===== config.mk =====
export PLATFORM = sky130hd
export DESIGN_NAME = flash_stream_reader
export DESIGN_NICKNAME = d
export VERILOG_FILES = /design/src/rtl/flash_stream_pkg.sv /design/src/rtl/sync_fifo.sv /design/src/rtl/flash_stream_reader.sv
export SDC_FILE = /design/constraint.sdc
export NUM_CORES = 1
export LEC_CHECK = 0
export BUFFER_PORTS_ARGS = -buffer_cell sky130_fd_sc_hd__buf_4
export CAP_MARGIN = 20
export CORE_MARGIN = 2
export CORE_UTILIZATION = 35
export DETAILED_ROUTE_END_ITERATION = 8
export GPL_TIMING_DRIVEN = 0
export PLACE_DENSITY = 0.5
export REMOVE_ABC_BUFFERS = 1
export SKIP_LAST_GASP = 1
export SYNTH_ARGS = -nofsm -noshare
export SYNTH_HDL_FRONTEND = slang
export SYNTH_HIERARCHICAL = 1
export SYNTH_SLANG_ARGS = --single-unit

===== constraint.sdc =====
create_clock -name sample_clk -period 6.5 [get_ports sample_clk]
set_input_delay 1.3 -clock sample_clk [delete_from_list [all_inputs] [get_ports sample_clk]]
set_output_delay 1.3 -clock sample_clk [all_outputs]
set_load 0.005 [all_outputs]

===== src/rtl/flash_stream_pkg.sv =====
// Shared types for the flash stream reader: FSM states and playback direction.
package flash_stream_pkg;

    typedef enum logic [1:0] {
        IDLE  = 2'd0,
        RUN   = 2'd1,
        DRAIN = 2'd2
    } state_t;

    localparam logic DIR_FWD = 1'b0;
    localparam logic DIR_REV = 1'b1;

endpackage


===== src/rtl/sync_fifo.sv =====
// Single-clock FIFO with registered read data; rdata updates the cycle after a pop.
// Pushes while full and pops while empty are dropped; flush empties it in one cycle.
module sync_fifo #(
    parameter int DATA_W = 32,
    parameter int DEPTH  = 4
) (
    input  logic                     sample_clk,
    input  logic                     reset,
    input  logic                     push,
    input  logic [DATA_W-1:0]        wdata,
    input  logic                     pop,
    input  logic                     flush,
    output logic [DATA_W-1:0]        rdata,
    output logic [$clog2(DEPTH):0]   count,
    output logic                     empty,
    output logic                     full
);

    localparam int AW = $clog2(DEPTH);
    localparam int CW = AW + 1;

    logic [DATA_W-1:0] mem [DEPTH];
    logic [AW-1:0]     wr_ptr;
    logic [AW-1:0]     rd_ptr;
    logic              do_push;
    logic              do_pop;

    assign empty   = (count == '0);
    assign full    = (count == CW'(DEPTH));
    assign do_push = push && !full;
    assign do_pop  = pop && !empty;

    always_ff @(posedge sample_clk) begin
        if (reset) begin
            wr_ptr <= '0;
            rd_ptr <= '0;
            count  <= '0;
            rdata  <= '0;
        end else if (flush) begin
            wr_ptr <= '0;
            rd_ptr <= '0;
            count  <= '0;
        end else begin
            if (do_push) wr_ptr <= wr_ptr + 1'b1;
            if (do_pop) begin
                rd_ptr <= rd_ptr + 1'b1;
                rdata  <= mem[rd_ptr];
            end
            count <= count + CW'(do_push) - CW'(do_pop);
        end
    end

    // Storage carries no reset; only the pointers define valid content.
    always_ff @(posedge sample_clk) begin
        if (do_push && !flush) mem[wr_ptr] <= wdata;
    end

endmodule


===== src/rtl/flash_stream_reader.sv =====
// Streams words from an Avalon-MM flash port over a wrapping address window into a prefetch FIFO.
// Reads are credit-limited by FIFO space and outstanding count; sample_req pops with 1-cycle latency.
module flash_stream_reader
    import flash_stream_pkg::*;
#(
    parameter int ADDR_W          = 23,
    parameter int DATA_W          = 32,
    parameter int FIFO_DEPTH      = 4,
    parameter int MAX_OUTSTANDING = 2
) (
    input  logic              sample_clk,
    input  logic              reset,
    input  logic              start,
    input  logic              stop,
    input  logic              direction,
    input  logic [ADDR_W-1:0] start_addr,
    input  logic [ADDR_W-1:0] end_addr,
    output logic [ADDR_W-1:0] flash_mem_address,
    output logic              flash_mem_read,
    input  logic              flash_mem_waitrequest,
    input  logic              flash_mem_readdatavalid,
    input  logic [DATA_W-1:0] flash_mem_readdata,
    input  logic              sample_req,
    output logic [DATA_W-1:0] sample_data,
    output logic              sample_valid,
    output logic              underrun,
    output logic              busy
);

    localparam int CNT_W = $clog2(FIFO_DEPTH) + 1;
    localparam int OUT_W = $clog2(MAX_OUTSTANDING) + 1;
    localparam int SUM_W = ((CNT_W > OUT_W) ? CNT_W : OUT_W) + 1;

    state_t            state;
    logic [ADDR_W-1:0] addr_q;
    logic [ADDR_W-1:0] addr_step;
    logic              read_q;
    logic [OUT_W-1:0]  outstanding;
    logic [OUT_W-1:0]  out_nxt;
    logic [CNT_W-1:0]  cnt_nxt;
    logic [CNT_W-1:0]  fifo_count;
    logic [DATA_W-1:0] fifo_rdata;
    logic              fifo_empty;
    logic              fifo_full;
    logic              accept;
    logic              stalled;
    logic              ret;
    logic              push;
    logic              pop;
    logic              flush;
    logic              credit_ok;

    assign accept  = read_q && !flash_mem_waitrequest;
    assign stalled = read_q && flash_mem_waitrequest;
    // Returns are only honoured against a live credit, so stale data after a reset is dropped.
    assign ret     = flash_mem_readdatavalid && (state != IDLE) && (outstanding != '0);
    assign push    = ret && (state == RUN) && !fifo_full;
    assign out_nxt = outstanding + OUT_W'(accept) - OUT_W'(ret);
    assign flush   = (state == DRAIN) && (out_nxt == '0) && !stalled;
    assign pop     = sample_req && !fifo_empty && !flush;
    assign cnt_nxt = fifo_count + CNT_W'(push) - CNT_W'(pop);

    assign credit_ok = ((SUM_W'(cnt_nxt) + SUM_W'(out_nxt)) < SUM_W'(FIFO_DEPTH))
                    && (out_nxt < OUT_W'(MAX_OUTSTANDING));

    always_comb begin
        addr_step = addr_q;
        if (direction == DIR_FWD) begin
            addr_step = (addr_q == end_addr) ? start_addr : addr_q + 1'b1;
        end else begin
            addr_step = (addr_q == start_addr) ? end_addr : addr_q - 1'b1;
        end
    end

    always_ff @(posedge sample_clk) begin
        if (reset) begin
            state        <= IDLE;
            addr_q       <= '0;
            read_q       <= 1'b0;
            outstanding  <= '0;
            busy         <= 1'b0;
            sample_valid <= 1'b0;
            underrun     <= 1'b0;
        end else begin
            sample_valid <= pop;
            underrun     <= sample_req && !pop;
            case (state)
                IDLE: begin
                    outstanding <= '0;
                    if (start && !stop) begin
                        state  <= RUN;
                        busy   <= 1'b1;
                        addr_q <= (direction == DIR_REV) ? end_addr : start_addr;
                        read_q <= 1'b1;
                    end
                end
                RUN: begin
                    outstanding <= out_nxt;
                    if (accept) addr_q <= addr_step;
                    if (stop) begin
                        state  <= DRAIN;
                        read_q <= stalled;
                    end else if (!stalled) begin
                        read_q <= credit_ok;
                    end
                end
                DRAIN: begin
                    outstanding <= out_nxt;
                    if (accept) addr_q <= addr_step;
                    read_q <= stalled;
                    if (flush) begin
                        state <= IDLE;
                        busy  <= 1'b0;
                    end
                end
                default: begin
                    state  <= IDLE;
                    read_q <= 1'b0;
                    busy   <= 1'b0;
                end
            endcase
        end
    end

    sync_fifo #(
        .DATA_W (DATA_W),
        .DEPTH  (FIFO_DEPTH)
    ) u_prefetch (
        .sample_clk (sample_clk),
        .reset      (reset),
        .push       (push),
        .wdata      (flash_mem_readdata),
        .pop        (pop),
        .flush      (flush),
        .rdata      (fifo_rdata),
        .count      (fifo_count),
        .empty      (fifo_empty),
        .full       (fifo_full)
    );

    assign flash_mem_read    = read_q;
    assign flash_mem_address = addr_q;
    assign sample_data       = fifo_rdata;

endmodule


; Word level (Yosys, flattened, before mapping)
; Memory sizes are Yosys's and may differ from the RTL's. A register that Yosys moved wholly into a read port is not among the register bits.
; Index checks and enable logic that the tools add are counted.
[totals]
memories = 1
wordCells = 92
output_inout_bits = 59
mem_bits_rw = 128
register_bits = 38
input_bits = 86
[classes]
n_lt_le_gt_ge = 2
n_bitwise = 2
n_reduce_logical = 36
n_eq_ne = 10
muxes = 20
add_sub_neg = 11
[memory_table]
columns = name, depth, word_bits, rd, rd_clocked_by_memory_dff, write_ports, line
row1 = u_prefetch.mem, 4, 32, 1, 1, 1, sync_fifo.sv:22  ; logic [DATA_W-1:0] mem [DEPTH];
[op_table]
columns = operator, count
row1 = two-way mux 23 bit, 6
row2 = equality test 23 bit, 2
row3 = case mux 23 bit (2 select lines), 1
row4 = adder 23 x 1 -> 23 bit (second input constant), 1
row5 = subtractor 23 x 1 -> 23 bit (second input constant), 1
row6 = logical AND 1 bit, 16
row7 = AND reduction 3 bit, 3
row8 = zero test 1 bit, 7
row9 = adder 3 x 1 -> 3 bit, 2
row10 = two-way mux 1 bit, 6
row11 = two-way mux 2 bit, 3
row12 = case mux 1 bit (3 select lines), 2
row13 = case mux 2 bit (3 select lines), 1
row14 = nonzero test 2 bit, 3
row15 = subtractor 3 x 1 -> 3 bit, 2
row16 = adder 2 x 1 -> 2 bit (second input constant), 2
row17 = adder 3 x 2 -> 4 bit, 1
row18 = zero test 2 bit, 2
row19 = < comparator 4 x 3 -> 1 bit (second input constant), 1
row20 = != test 2 x 1 -> 1 bit (second input constant), 2
row21 = != test 2 bit (second input constant), 2
row22 = case mux 2 bit (2 select lines), 1
row23 = AND reduction 2 bit, 2
row24 = OR reduction 2 bit, 2
row25 = other kinds (9), 10

; Depth between registers and ports, before layout
; Gate-level depths: netlist of the first run.
[logic_depth]
word_depth = 16
ltp_mapped = 21
depth_no_buf = 21

; Cells and area by module
; Netlist of the first run, hierarchy kept.
[modules_own_cells]
columns = mod, cells_each, seq_area_each_um2, n_inst, area_per_inst_um2
row1 = sync_fifo, 290, 4624.4, 1, 6099.6
row2 = flash_stream_reader, 525, 620.6, 1, 4055.1

; Least setup slack after synthesis of the first run
; OpenSTA, ideal clock, no wires.
[synth_timing]
kind = input -> register
startpoint = input flash_mem_readdatavalid
endpoint = register read_q, in the netlist flash_mem_read
arrival_ns = 4.960
path_buffers = 0
path_stages = 18
setup_slack_ns = 1.469
required_ns = 6.429
setup_time_ns = 0.071
cell_sequence = o211ai_1 inv_1 ha_1 inv_1 ha_1 xor3_1 nor4_1 nor3b_1 ha_1 inv_1 ha_1 fa_1 xnor3_1 a311oi_1 a22o_1 a221oi_1 or3_1 a21oi_1
[synth_via]
elab_chain_cells = 15
word_cells_on_any_way = 19
classes_between = 4 x add/sub / 2 x order compare / 3 x mux / 10 x reduce/logical
[synth_lines]
columns = item, line
row1 = "start, declared", flash_stream_reader.sv:21  ; input logic flash_mem_readdatavalid,
row2 = logical AND 1 bit (2 in series), flash_stream_reader.sv:56  ; assign ret = flash_mem_readdatavalid && (state != IDLE) && (outstanding != '0);
row3 = subtractor 2 x 1 -> 2 bit, flash_stream_reader.sv:58  ; assign out_nxt = outstanding + OUT_W'(accept) - OUT_W'(ret);
row4 = zero test 2 bit, flash_stream_reader.sv:59  ; assign flush = (state == DRAIN) && (out_nxt == '0) && !stalled;
row5 = logical AND 1 bit (2 in series), flash_stream_reader.sv:59
row6 = net flush, flash_stream_reader.sv:50  ; logic flush;
row7 = zero test 1 bit, flash_stream_reader.sv:60  ; assign pop = sample_req && !fifo_empty && !flush;
row8 = logical AND 1 bit, flash_stream_reader.sv:60
row9 = net pop, flash_stream_reader.sv:49  ; logic pop;
row10 = subtractor 3 x 1 -> 3 bit, flash_stream_reader.sv:61  ; assign cnt_nxt = fifo_count + CNT_W'(push) - CNT_W'(pop);
row11 = adder 3 x 2 -> 4 bit, flash_stream_reader.sv:63  ; assign credit_ok = ((SUM_W'(cnt_nxt) + SUM_W'(out_nxt)) < SUM_W'(FIFO_DEPTH))
row12 = < comparator 4 x 3 -> 1 bit, flash_stream_reader.sv:63
row13 = logical AND 1 bit, flash_stream_reader.sv:64  ; && (out_nxt < OUT_W'(MAX_OUTSTANDING));
row14 = two-way mux 1 bit, flash_stream_reader.sv:103  ; end else if (!stalled) begin
row15 = two-way mux 1 bit, flash_stream_reader.sv:100  ; if (stop) begin
row16 = case mux 1 bit (3 select lines), flash_stream_reader.sv:87  ; case (state)
row17 = "end signal, assigned", flash_stream_reader.sv:102  ; read_q <= stalled;
row18 = "end signal, assigned", flash_stream_reader.sv:104  ; read_q <= credit_ok;
row19 = "end signal, assigned", flash_stream_reader.sv:110  ; read_q <= stalled;
row20 = "end, declared", flash_stream_reader.sv:37  ; logic read_q;
; The timed path passes the listed nets, and every way through them passes these cells. The select of a mux whose other input is x is not followed.
; A chain may end at the register's enable or synchronous reset.

; Worst setup path after layout of the first run
; Ends and elaborated chain as after synthesis.

==> flow_summary_export.csv, run 1 <==
group,metric,value,unit
outcome,status,"finished, final reports clean",
setup_path,end_kind,"flip-flop",
timing,clock_period_minus_worst_slack,4.95,ns
routing,wl_per_cell,21.6,um
clock_network,clockRootBuffer,"sky130_fd_sc_hd__clkbuf_16",
global_routing,grt_pass1_vias,7130,
synth,postSynthAreaPerCell,12.5,um2
setup_path,ff2ff_path_depth,22,
timing,rsz0062_at_grt,"no",
setup_path,r2r_end,"flash_mem_read",
placed_design,dpl.cell_count,1287,
pwr,leakagePower,4.32,nW
setup_path,worst_setup_path_start_kind,"input port",
pwr,sequential_fraction_of_design_power,38.9,%
routing,initialDrtViolationCount,609,
clock_network,cts-resized-gates,0,
synth,yosys_most_used_dff,"sky130_fd_sc_hd__edfxtp_1",
synth,synth-async-reset-ratio,0,%
timing,finalSetupViolCount,0,
clock_network,postCtsSetupRepairBufs,0,
global_routing,track_usage,18.7,%
pwr,p_sw_share,39.8,%
clock_network,clkSinkCount,198,
placed_design,pre_cts_slack,0.625,ns
hold_path,hold_path_class,"reg -> reg",
finish,post_layout_nonfiller_instances,1320,
routing,met3RoutedLength,1710,um
finish,n_fill_cell,2698,
setup_path,worst-setup-path-type,"in -> reg",
finish,final_net_count,1028,
clock_network,tritoncts,"built",
setup_path,critical_path.reg2reg.startpoint,"state[1]",
pwr,pwr_density_cell,355,nW/um2
hold_path,worstHoldStart,"busy",
clock_network,postCtsHoldBufs,0,
placed_design,detailedPlacementHpwl,19200,um
die,placement_row_count,62,
clock_network,tritoncts.num_buffers,17,
placed_design,port_buffers,144,
setup_path,r2r_slack,1.74,ns
routing,route.final.wire_length,28500,um
finish,post_route_cells_drive_above_1_share,25.6,%
routing,wirelength_met1,13000,um
hold_path,worst_hold_path.num_cells,2,
timing,worst-slew-pin-transition,1.33,ns
die,pin_count,145,
timing,fmax,0.202,GHz
die,placeableCoreArea,28600,um2
routing,route.antenna.remaining_nets,0,
routing,vias,7226,
synth,ys_ff_latch,198,
timing,hold_viol,0,
clock_network,max-clock-path-buffers,2,
die,die_y,174,um
routing,met2_wirelength,13200,um
synth,synth-seq-area-share,51.7,%
pwr,pwr-share-comb,35.2,%
clock_network,worst_skew_pair.late_latency,0.44,ns
synth,synthesis.instances,815,
clock_network,cts.htree.levels,4,
timing,timing.final.max_slew_violations,0,
run,drv_cap,0,
die,die-width,174,um
finish,sequential_cell_area,5250,um2
pwr,power.total,4.31,mW
synth,yosysTopAreaCellShare,37.9,%
setup_path,critPathRequiredTime,6.86,ns
synth,synth.cell_area,10200,um2
timing,layout_worst_path_cycle_share,76.2,%
timing,finalSetupTns,0,ns
finish,diodes,0,
setup_path,cp_data_arrival_time,5.32,ns
global_routing,grt_max_degree,33,
die,die_outline_area,30400,um2
clock_network,worst_setup_hold_path_clk_slew,0.08,ns
routing,drcViolationCount,0,
routing,highest-signal-layer,"met4",
timing,min_hold_slack,0.482,ns
synth,yosys.cell_types.count,81,
routing,via_per_inst,5.47,
setup_path,worst-path-max-fanout,5,
routing,number_of_detailed_route_iterations_in_the_first_pass,5,
synth,yosys_warnings,6,
pwr,intPower,2.60,mW
pwr,power_switching,1.72,mW
placed_design,gpl_congestion,0.835,
synth,synth.largest_area_cell,"sky130_fd_sc_hd__edfxtp_1",
pwr,vdd.ir_drop.worst,0.265,mV
die,initial_utilization,35.5,%
hold_path,worst_hold_path.endpoint,"busy",
global_routing,grt_overflow_total,0,
finish,area_taken_by_multi_input_logic_gates,4430,um2
global_routing,grt_antenna_before_repair,0,
timing,worst_slack,1.55,ns
pwr,p_clk_share,25.9,%
synth,cell_types_occupying_the_most_area_after_synthesis,"sky130_fd_sc_hd__edfxtp_1, sky130_fd_sc_hd__dfxtp_1, sky130_fd_sc_hd__mux4_2, sky130_fd_sc_hd__xnor2_1, sky130_fd_sc_hd__mux4_1",
timing,final.setup_skew,0.0220,ns
synth,synth-edff-count,128,
timing,slew_headroom,11.5,%
global_routing,grt_pass1_wl,43200,um
finish,syn_to_final_growth,19.6,%
-- through the flow --
| stage | utilization (%) | cell area [um2] |
|---|---|---|
| 2_1_floorplan | - | 9760 |
| 3_3_place_gp | 39.6 | 11300 |
| 3_5_place_dp | 40.2 | 11500 |
| 4_1_cts | 42.4 | 12100 |
| 5_1_grt | 42.4 | 12100 |
| 6_report | 42.4 | 12100 |
-- critical path, stage by stage --
cell and delay, ns:
sky130_fd_sc_hd__buf_4 0.11, sky130_fd_sc_hd__o211ai_1 0.08, sky130_fd_sc_hd__inv_1 0.08, sky130_fd_sc_hd__ha_1 0.27, sky130_fd_sc_hd__inv_1 0.04, sky130_fd_sc_hd__ha_1 0.17, sky130_fd_sc_hd__xor3_1 0.29, sky130_fd_sc_hd__nor4_1 0.09
sky130_fd_sc_hd__clkbuf_2 0.16, sky130_fd_sc_hd__nor3b_1 0.53, sky130_fd_sc_hd__ha_1 0.34, sky130_fd_sc_hd__inv_1 0.05, sky130_fd_sc_hd__ha_1 0.15, sky130_fd_sc_hd__fa_1 0.43, sky130_fd_sc_hd__ha_1 0.28, sky130_fd_sc_hd__a311oi_1 0.27
sky130_fd_sc_hd__a22o_1 0.17, sky130_fd_sc_hd__a221oi_1 0.07, sky130_fd_sc_hd__or3_1 0.32, sky130_fd_sc_hd__a21oi_1 0.12
-- cells by family after synthesis --
family,synth area share (%)
AO/OA/AOI/OAI,12.2
XOR/XNOR,7.53
adder cells (fa/ha/maj),2.49
buffers and inverters,4.85
flip-flops,51.7
multiplexers,9.40
AND/OR/NAND/NOR,11.9
-- worst max path at each step --
| stage | startpoint | to | slack [ns] | depth (start not counted) |
|---|---|---|---|---|
| floorplan | flash_mem_readdatavalid | flash_mem_read | 1.47 | 18 |
| global placement | flash_mem_readdatavalid | flash_mem_read | 0.60 | 19 |
| detailed placement | flash_mem_readdatavalid | flash_mem_read | 0.63 | 19 |
| CTS | flash_mem_readdatavalid | flash_mem_read | 1.08 | 19 |
| global route | flash_mem_readdatavalid | flash_mem_read | 1.16 | 20 |
| finish | flash_mem_readdatavalid | flash_mem_read | 1.55 | 20 |
-- synthesized netlist by cell type (all sizes together), types with 6 or more instances --
cell,number
ha,17
and2,9
nor2,38
clkbuf,23
nor4,18
nand2b,6
o21ai,25
nor3,30
nand2,37
mux2i,17
edfxtp,128
xor2,39
a31oi,9
nand3,23
dfxtp,70
mux4,32
xnor2,43
inv,26
o211ai,13
a22o,34
or3,7
buf,40
nand4,13
a21oi,27
-- power groups by stage --
stage	registers [mW]	clock network (mW)	logic, mW
finish	1.68	1.12	1.52
CTS	1.67	1.15	1.51
detailed placement	1.70	0	1.50
floorplan	1.62	0	0.987
global placement	1.70	0	1.50
global route	1.70	1.20	1.64
-- layout by cell type (no fill, tap or decap), drive strengths merged, types with 4 or more instances in the layout --
cell	instances
a211oi	4
a21oi	27
a22o	34
a22oi	5
a311oi	4
a31oi	9
a32o	5
and2	9
buf	151
clkbuf	18
clkinv	8
dfxtp	70
edfxtp	128
ha	17
inv	34
mux2i	17
mux4	32
nand2	37
nand2b	6
nand3	23
nand4	13
nor2	38
nor2b	4
nor3	30
nor4	18
o2111ai	5
o211ai	13
o21ai	25
o221ai	5
o31ai	4
o32ai	4
or2	5
or3	7
or4	5
xnor2	43
xor2	39
-- metal layers --
layer / GRT usage, % / vias to the layer above
met4: 5.74 / 0
met5: 0 / -
met2: 29.8 / 292
li1: - / 3356
met3: 3.24 / 39
met1: 26.2 / 3539
-- flip-flops by register name, summed over array words and instances (netlist names), 2 cells and up --
| register | cells |
|---|---|
| flash_mem_address | 23 |
| outstanding | 2 |
| state | 2 |
| u_prefetch/count | 3 |
| u_prefetch/mem | 128 |
| u_prefetch/rd_ptr | 2 |
| u_prefetch/rdata | 32 |
| u_prefetch/wr_ptr | 2 |
-- final cells by class --
cell class | instances | area share [%]
inverters | 27 | 0.834
multi-input cells | 527 | 36.5
clock inverters | 15 | 1.81
repair buffers | 152 | 10.2
well taps | 384 | 3.96
clock buffers | 17 | 3.50
flip-flops and latches | 198 | 43.2
No activity file was read; power rests on OpenSTA's default activity.
==> run 2, diff against run 1 <==
clock period = 4.7 ns   (was 6.5 ns; I/O delays follow)
==> run 2 against run 1 <==
Register-to-register slack lost 1.4 ns; utilization grew 0.14 points; hold slack is essentially flat.
==> flow_summary_export.csv, run 2 (synthesis results as in run 1) <==
group,metric,value,unit
outcome,status,"finished, final reports clean",
timing,fmax,0.228,GHz
timing,final.setup_skew,0.0217,ns
global_routing,track_usage,18.8,%
die,initial_utilization,35.5,%
clock_network,max-clock-path-buffers,2,
setup_path,worst-path-max-fanout,7,
die,pin_count,145,
placed_design,gpl_congestion,0.835,
timing,hold_viol,0,
global_routing,grt_pass1_vias,7142,
setup_path,crit_start,"state[1]",
setup_path,end_kind,"flip-flop",
clock_network,tritoncts,"built",
setup_path,critical_path.reg2reg.startpoint,"state[1]",
routing,drcViolationCount,0,
finish,diodes,0,
run,drv_cap,0,
die,die_outline_area,30400,um2
timing,layout_worst_path_cycle_share,93.2,%
clock_network,cts.htree.levels,4,
die,die-width,174,um
finish,most-common-layout-cells,"sky130_fd_sc_hd__buf_4, sky130_fd_sc_hd__edfxtp_1, sky130_fd_sc_hd__dfxtp_1, sky130_fd_sc_hd__xnor2_1, sky130_fd_sc_hd__xor2_1",
pwr,vdd.ir_drop.worst,0.371,mV
finish,post_layout_nonfiller_instances,1321,
global_routing,grt_max_degree,33,
routing,initialDrtViolationCount,621,
clock_network,postCtsHoldBufs,0,
timing,finalSetupViolCount,0,
finish,area_taken_by_multi_input_logic_gates,4460,um2
finish,post_route_cells_drive_above_1_share,26.0,%
finish,syn_to_final_growth,20.0,%
setup_path,cp_data_arrival_time,4.75,ns
finish,largest_register,"u_prefetch/mem",
routing,via_per_inst,5.49,
placed_design,detailedPlacementHpwl,19200,um
global_routing,grt_antenna_before_repair,0,
timing,worst-slew-pin-transition,1.34,ns
timing,clock_period_minus_worst_slack,4.38,ns
finish,sequential_cell_area,5250,um2
clock_network,tritoncts.num_buffers,17,
placed_design,dpl.cell_count,1287,
finish,fin_area,12200,um2
setup_path,worst_setup_path_start_kind,"flip-flop",
routing,vias,7256,
timing,timing.final.max_slew_violations,0,
routing,wl_per_cell,21.6,um
die,placement_row_count,62,
timing,slew_headroom,10.7,%
setup_path,worst-setup-path-type,"reg -> reg",
finish,n_fill_cell,2690,
placed_design,port_buffers,144,
finish,final_net_count,1029,
routing,route.final.wire_length,28500,um
global_routing,grt_overflow_total,0,
pwr,pwr_density_cell,492,nW/um2
placed_design,dpl_cell_area,11500,um2
finish,max_reg_flops,128,
pwr,leakagePower,4.33,nW
hold_path,worstHoldStart,"busy",
clock_network,clockRootBuffer,"sky130_fd_sc_hd__clkbuf_16",
hold_path,hold_path_class,"reg -> reg",
finish,layout.cells.most_common,"sky130_fd_sc_hd__buf_4",
setup_path,critPathRequiredTime,5.06,ns
die,placeableCoreArea,28600,um2
routing,route.antenna.remaining_nets,0,
die,die_y,174,um
clock_network,clkSinkCount,198,
clock_network,worst_setup_hold_path_clk_slew,0.08,ns
routing,number_of_detailed_route_iterations_in_the_first_pass,5,
hold_path,worst_hold_path.num_cells,2,
setup_path,ff2ff_path_depth,21,
clock_network,worst_skew_pair.late_latency,0.44,ns
global_routing,grt_pass1_wl,43200,um
run 2: cell count changes in the layout (fill, tap and decap cells not counted), sizes merged:
cell,change
buf,+2
clkbuf,-1
run 2: final cells by class:
cell class              count  share of cell area, %
clock inverters            15                   1.81
clock buffers              17                   3.49
inverters                  27                  0.832
well taps                 384                   3.94
flip-flops and latches    198                   43.1
multi-input cells         527                   36.6
repair buffers            153                   10.3
run 2: worst paths after layout:
path	endpoint	slack [ns]
setup reg to reg	flash_mem_read	0.32
hold / removal	busy	0.48
setup / recovery	flash_mem_read	0.32
hold reg to reg	busy	0.48
run 2: repair_timing:
item | in CTS | in global routing
endpoints found under the setup margin | 1 | 1
hold endpoints to repair | 0 | 0
pin swaps | 0 | 1
gates resized for setup | 3 | 2
buffers inserted | 0 | 2
run 2: where the power goes:
group | internal (mW) | leakage, nW | total, mW | switching [mW]
Sequential | 1.95 | 1.72 | 2.32 | 0.374
Combinational | 0.902 | 2.31 | 2.12 | 1.22
Clock | 0.751 | 0.309 | 1.55 | 0.794
Total | 3.60 | 4.33 | 5.99 | 2.39
run 2: metrics by stage:
stage / power (mW) / hold WS (ns) / util [%] / worst slack, ns / setup TNS, ns
final: 5.99 / 0.482 / 42.6 / 0.317 / 0
after global routing: 6.29 / 0.499 / 42.6 / -0.0129 / -0.0129
after CTS: 6.00 / 0.485 / 42.5 / 0.0331 / 0
after detailed placement: 4.43 / 0.464 / 40.2 / -0.815 / -1.02
after global placement: 4.43 / 0.462 / 39.6 / -0.839 / -19.27
after floorplan: 3.61 / 0.460 / - / 0.0305 / 0
run 2: critical path: stages, from the launching register on:
cell                       delay [ns]
sky130_fd_sc_hd__dfxtp_1         0.35
sky130_fd_sc_hd__inv_1           0.09
sky130_fd_sc_hd__ha_2            0.25
sky130_fd_sc_hd__inv_1           0.06
sky130_fd_sc_hd__o211ai_1        0.08
sky130_fd_sc_hd__inv_1           0.08
sky130_fd_sc_hd__ha_1            0.28
sky130_fd_sc_hd__inv_1           0.05
sky130_fd_sc_hd__ha_1            0.14
sky130_fd_sc_hd__xor3_1          0.32
sky130_fd_sc_hd__nor4_4          0.31
sky130_fd_sc_hd__nor3b_4         0.11
sky130_fd_sc_hd__ha_1            0.29
sky130_fd_sc_hd__inv_1           0.04
sky130_fd_sc_hd__ha_1            0.18
sky130_fd_sc_hd__fa_1            0.45
sky130_fd_sc_hd__ha_1            0.28
sky130_fd_sc_hd__a311oi_1        0.29
sky130_fd_sc_hd__a22o_1          0.17
sky130_fd_sc_hd__a221oi_1        0.07
sky130_fd_sc_hd__or3_1           0.32
sky130_fd_sc_hd__a21oi_1         0.12
run 2: metal layers:
| layer | up-vias | track usage, % | wire [um] |
|---|---|---|---|
| met2 | 267 | 29.9 | 13300 |
| met4 | 0 | 5.74 | 552 |
| met3 | 38 | 3.24 | 1530 |
| met5 | - | 0 | 0 |
| met1 | 3597 | 26.1 | 13200 |
| li1 | 3354 | - | - |
